<file path="src/rtl/mem_access_stage.sv">
// Load/store stage: issues one req/ack bus access per load or store, stalls the
// core while the access is in flight and returns aligned, extended load data.
module mem_access_stage #(
  parameter int TIMEOUT = 16
) (
  input  logic        clk,
  input  logic        rst,
  input  logic [31:0] alu_out,
  input  logic [31:0] rs2_data,
  input  logic [2:0]  fn3,
  input  logic        mem_read,
  input  logic        mem_write,
  output logic        mem_req,
  output logic        mem_we,
  output logic [31:0] mem_addr,
  output logic [31:0] mem_wdata,
  output logic [3:0]  mem_wstrb,
  input  logic        mem_ack,
  input  logic [31:0] mem_rdata,
  output logic [31:0] load_data,
  output logic        stall,
  output logic        misalign,
  output logic        bus_err
);

  localparam int CW = $clog2(TIMEOUT);

  typedef enum logic [1:0] {IDLE, REQ, DONE, ERR} state_t;

  state_t        state_reg;
  logic [CW-1:0] wait_cnt_reg;
  logic [2:0]    fn3_reg;
  logic [1:0]    off_reg;
  logic          mem_req_reg;
  logic          mem_we_reg;
  logic [31:0]   mem_addr_reg;
  logic [31:0]   mem_wdata_reg;
  logic [3:0]    mem_wstrb_reg;
  logic [31:0]   load_data_reg;
  logic          bus_err_reg;

  logic          acc;
  logic          fn3_ok;
  logic          misaligned;
  logic          legal;
  logic [31:0]   mem_wdata_next;
  logic [3:0]    mem_wstrb_next;
  logic [7:0]    rbyte [4];
  logic [15:0]   rhalf [2];
  logic [7:0]    sel_byte;
  logic [15:0]   sel_half;
  logic [31:0]   rdata_fmt;

  genvar gi;
  generate
    for (gi = 0; gi < 4; gi++) begin : g_byte
      assign rbyte[gi] = mem_rdata[8*gi +: 8];
    end
    for (gi = 0; gi < 2; gi++) begin : g_half
      assign rhalf[gi] = mem_rdata[16*gi +: 16];
    end
  endgenerate

  // Request decode: legality and lane placement of the store data.
  always_comb begin
    acc        = mem_read | mem_write;
    fn3_ok     = 1'b0;
    misaligned = 1'b0;
    case (fn3)
      3'b000, 3'b001, 3'b010: fn3_ok = 1'b1;
      3'b100, 3'b101:         fn3_ok = ~mem_write;
      default:                fn3_ok = 1'b0;
    endcase
    if (fn3[1:0] == 2'b01)
      misaligned = alu_out[0];
    else if (fn3[1:0] == 2'b10)
      misaligned = (alu_out[1:0] != 2'b00);
    legal = fn3_ok & ~misaligned;

    mem_wdata_next = 32'h0;
    mem_wstrb_next = 4'b0000;
    if (mem_write) begin
      case (fn3[1:0])
        2'b00: begin
          mem_wdata_next = {4{rs2_data[7:0]}};
          mem_wstrb_next = 4'b0001 << alu_out[1:0];
        end
        2'b01: begin
          mem_wdata_next = {2{rs2_data[15:0]}};
          mem_wstrb_next = 4'b0011 << alu_out[1:0];
        end
        default: begin
          mem_wdata_next = rs2_data;
          mem_wstrb_next = 4'b1111;
        end
      endcase
    end
  end

  // Read lane selection uses the offset latched at issue, not the live address.
  always_comb begin
    sel_byte = rbyte[off_reg];
    sel_half = rhalf[off_reg[1]];
    case (fn3_reg)
      3'b000:  rdata_fmt = {{24{sel_byte[7]}}, sel_byte};
      3'b001:  rdata_fmt = {{16{sel_half[15]}}, sel_half};
      3'b100:  rdata_fmt = {24'h0, sel_byte};
      3'b101:  rdata_fmt = {16'h0, sel_half};
      default: rdata_fmt = mem_rdata;
    endcase
  end

  always_ff @(posedge clk or posedge rst) begin
    if (rst) begin
      state_reg     <= IDLE;
      wait_cnt_reg  <= '0;
      fn3_reg       <= 3'b000;
      off_reg       <= 2'b00;
      mem_req_reg   <= 1'b0;
      mem_we_reg    <= 1'b0;
      mem_addr_reg  <= 32'h0;
      mem_wdata_reg <= 32'h0;
      mem_wstrb_reg <= 4'b0000;
      load_data_reg <= 32'h0;
      bus_err_reg   <= 1'b0;
    end else begin
      bus_err_reg <= 1'b0;
      case (state_reg)
        IDLE: begin
          if (acc && legal) begin
            mem_addr_reg  <= {alu_out[31:2], 2'b00};
            mem_wdata_reg <= mem_wdata_next;
            mem_wstrb_reg <= mem_wstrb_next;
            mem_we_reg    <= mem_write;
            fn3_reg       <= fn3;
            off_reg       <= alu_out[1:0];
            wait_cnt_reg  <= '0;
            mem_req_reg   <= 1'b1;
            state_reg     <= REQ;
          end else if (acc) begin
            load_data_reg <= 32'h0;
          end
        end
        REQ: begin
          if (mem_ack) begin
            mem_req_reg   <= 1'b0;
            load_data_reg <= mem_we_reg ? 32'h0 : rdata_fmt;
            state_reg     <= DONE;
          end else if (wait_cnt_reg == CW'(TIMEOUT - 1)) begin
            mem_req_reg   <= 1'b0;
            load_data_reg <= 32'h0;
            bus_err_reg   <= 1'b1;
            state_reg     <= ERR;
          end else begin
            wait_cnt_reg <= wait_cnt_reg + CW'(1);
          end
        end
        DONE:    state_reg <= IDLE;
        ERR:     state_reg <= IDLE;
        default: state_reg <= IDLE;
      endcase
    end
  end

  assign stall     = (state_reg == REQ) || ((state_reg == IDLE) && acc && legal);
  assign misalign  = (state_reg == IDLE) && acc && !legal;
  assign mem_req   = mem_req_reg;
  assign mem_we    = mem_we_reg;
  assign mem_addr  = mem_addr_reg;
  assign mem_wdata = mem_wdata_reg;
  assign mem_wstrb = mem_wstrb_reg;
  assign load_data = load_data_reg;
  assign bus_err   = bus_err_reg;

endmodule

</file>
<file path="config.mk">
export PLATFORM = sky130hd
export DESIGN_NAME = mem_access_stage
export DESIGN_NICKNAME = d
export VERILOG_FILES = /design/src/rtl/mem_access_stage.sv
export SDC_FILE = /design/constraint.sdc
export NUM_CORES = 1
export LEC_CHECK = 0
export ABC_AREA = 1
export CORE_UTILIZATION = 44
export CTS_CLUSTER_DIAMETER = 120
export DETAILED_ROUTE_END_ITERATION = 8
export HOLD_SLACK_MARGIN = 0.06
export PLACE_DENSITY = 0.92
export SETUP_SLACK_MARGIN = 0.3
export SYNTH_ARGS = -nofsm -noshare
export SYNTH_HDL_FRONTEND = slang
export SYNTH_SLANG_ARGS = --single-unit
</file>
<file path="constraint.sdc">
create_clock -name clk -period 4.2 [get_ports clk]
set_input_delay 0.42 -clock clk [delete_from_list [all_inputs] [get_ports clk]]
set_output_delay 0.42 -clock clk [all_outputs]
set_load 0.05 [all_outputs]
</file>
==> results_dict.tcl <==
set metrics [dict create \
    p_sw_frac 0.5148 \
    ir_worst_vdd_v 0.0005500 \
    path_cells "clkdlybuf4s50_1 -> nor2_1 -> nor3_2 -> a21boi_0 -> clkdlybuf4s50_1" \
    cp_common_cell "clkdlybuf4s50_1" \
    yosys_warnings 0 \
    synth_area_um2 5401 \
    final-hold-violation-count 0 \
    switchingPower_uw 3280 \
    worstPathArrival_ps 2590 \
    gp_congestion 0.8675 \
    cts_resized 0 \
    dieArea_um2 12720 \
    r2r-start "off_reg[1]" \
    path_class "input port to output pin" \
    die_w_um 112.8 \
    portBuffers 206 \
    grt_max_degree 113 \
    synthMuxAreaShare 0 \
    seqPwrFrac 0.296 \
    track_usage 0.2478 \
    drt_pre_antenna_iters 5 \
    powerDensity_nw_per_um2 814.1 \
    cts_hold_buf 0 \
    hp-class "register to register" \
    clockPowerShare 0.133 \
    final_cell_mix "351 x nand2_1, 206 x clkdlybuf4s50_1, 112 x dfrtp_1" \
    num_vias 5396 \
    grt-ovfl-total 0 \
    hold_depth 2 \
    worstHoldEndpoint "mem_req" \
    cts_inserted_buffers 9 \
    synth-compound-area-share 0.09011 \
    cts_post_setup_buffers_inserted 0 \
    fp.dieH_um 112.8 \
    clock_path_buffers 2 \
    ant_nets 0 \
    synth_top_family_by_area "simple AND/OR/NAND/NOR gates" \
    synth_cell_types 28 \
    async_flop_share 1.000 \
    clk_latency_ps 350 \
    ys.flop_type "dfrtp_1" \
    final_cells 1063 \
    synthAdderAreaFrac 0.002316 \
    status "completed" \
    rows 40 \
    synth_cells 724 \
    clock_sinks 112 \
    syn_to_final_growth_pct 44.92 \
    slowest_stage "clkdlybuf4s50_1" \
    synth.yosys.seq_area_share 0.5189 \
    rr_worst_depth 7 \
    wl_mm 15.54 \
    synth_edf_count 0 \
    finish.instance_area_um2 7828 \
    r2r_end "load_data[18]" \
    hpwlAfterDp_mm 11.12 \
    p_comb_frac 0.571 \
    final_common_cell "nand2_1" \
    critPathRequiredTime_ps 3780 \
    endpoint_kind "output pin" \
    max_cap_violations 0 \
    finalSetupViolCount 0 \
    setup_tns_ps 0 \
    core_area_um2 12010 \
    path_clk_slew_ps 80 \
    syn_avg_cell_area_um2 7.461 \
    cts_tree "yes" \
    route.detailed.drc 0 \
    whs_ps 479.8 \
    start_util 0.4497 \
    regToRegSetupSlack_ps 1660 \
    max_freq_mhz 332.1 \
    cts_root_buf "clkbuf_16" \
    cp-start-kind "input port" \
    max_stage_delay_ps 860 \
    drt-initial-drc-count 685 \
    leakage_uw 0.003944 \
    drive_gt1_frac 0.03493 \
    period_share 0.7170 \
    dp.cells 1047 \
    wl_per_cell_um 14.62 \
    layout.nets 1016 \
    fin_util 0.6517 \
    crit_fanout 11 \
    rsz0062_at_grt "no" \
    num_io_pins 209 \
    p_int_uw 3092 \
    placed_area_um2 7535 \
    grt_pass1_wl_mm 24.80 \
    synthSimpleGateAreaFrac 0.3160 \
    slew_viol_final 0 \
    synth_xor_area_frac 0.003243 \
    antennaDiodeCount 0 \
    min_from "mem_req" \
    maxSlewHeadroom 0.3070 \
    period_minus_slack_ps 3011 \
    grt_antenna_before_repair 0 \
    worstMarginPinSlew_ps 1037 \
    skew_ps 7.300 \
    yosys_register_bits 112 \
    cts_max_level 3 \
    viasPerCell 5.076 \
    grt_pass1_vias 5036 \
]
worst max path at each step:
stage	slack (ps)	startpoint	end	depth (start not counted)
after global placement	1220	mem_write	misalign	5
after CTS	1180	mem_write	misalign	5
after detailed placement	1170	mem_write	misalign	5
after floorplan	820	rst	bus_err	1
after global routing	1080	mem_write	misalign	5
final	1190	mem_write	misalign	5
metrics by stage:
| step | power [uW] | setup slack, ps |
|---|---|---|
| 6_report | 6372 | 1189 |
| 5_1_grt | 6712 | 1083 |
| 4_1_cts | 6394 | 1179 |
| 3_5_place_dp | 5534 | 1174 |
| 3_3_place_gp | 5475 | 1218 |
| 2_1_floorplan | 4291 | 821.0 |
power by group through the flow:
stage	clock network [uW]	logic [uW]	registers, uW
after CTS	861	3650	1880
after floorplan	0	1020	3280
final	846	3640	1880
after global placement	0	3590	1890
after global routing	909	3860	1940
after detailed placement	0	3650	1890
kinds of logic (layout without fill, tap and decap cells):
kind of cell / Yosys count / in the layout
AND/OR/NAND/NOR: 435 / 435
flip-flops: 112 / 112
buffers and inverters: 87 / 278
AO/OA/AOI/OAI: 86 / 86
XOR/XNOR: 2 / 2
adder cells (fa/ha/maj): 1 / 1
other: 1 / 2
worst max-delay path: cells and delay by family:
family | cells | cell delay, ps
buf+inv | 2 | 1600
compound gates | 1 | 220
simple gates | 2 | 360
Yosys cell counts (all sizes together) (4+ instances only):
| cell type | number | share of area |
|---|---|---|
| nand2 | 353 | 0.25 |
| dfrtp | 112 | 0.52 |
| inv | 49 | 0.034 |
| nor2 | 46 | 0.033 |
| o21ai | 42 | 0.039 |
| nand3 | 28 | 0.027 |
| a21oi | 25 | 0.023 |
| buf | 20 | 0.022 |
| clkbuf | 17 | 0.012 |
| o211ai | 11 | 0.015 |
| o2111ai | 7 | 0.011 |
| nor3 | 4 | 0.0046 |
area by class of cell:
| type | count | area, um^2 |
|---|---|---|
| inverters | 50 | 190.2 |
| fillers | 948 | 4184 |
| flip-flops and latches | 112 | 2803 |
| multi-input cells | 526 | 2238 |
| repair buffers | 212 | 2120 |
| well taps | 147 | 183.9 |
| clock inverters | 7 | 67.56 |
| clock buffers | 9 | 225.2 |
routing by layer:
layer  track usage  wire length (um)  vias to the layer above
li1              -                 -                     2637
met5             0                 0                        -
met3       0.06427              1336                       17
met1        0.3187              6571                     2499
met4       0.07111               210                        0
met2        0.4136              7418                      243
Note: power is estimated with default switching activity, not from simulation.
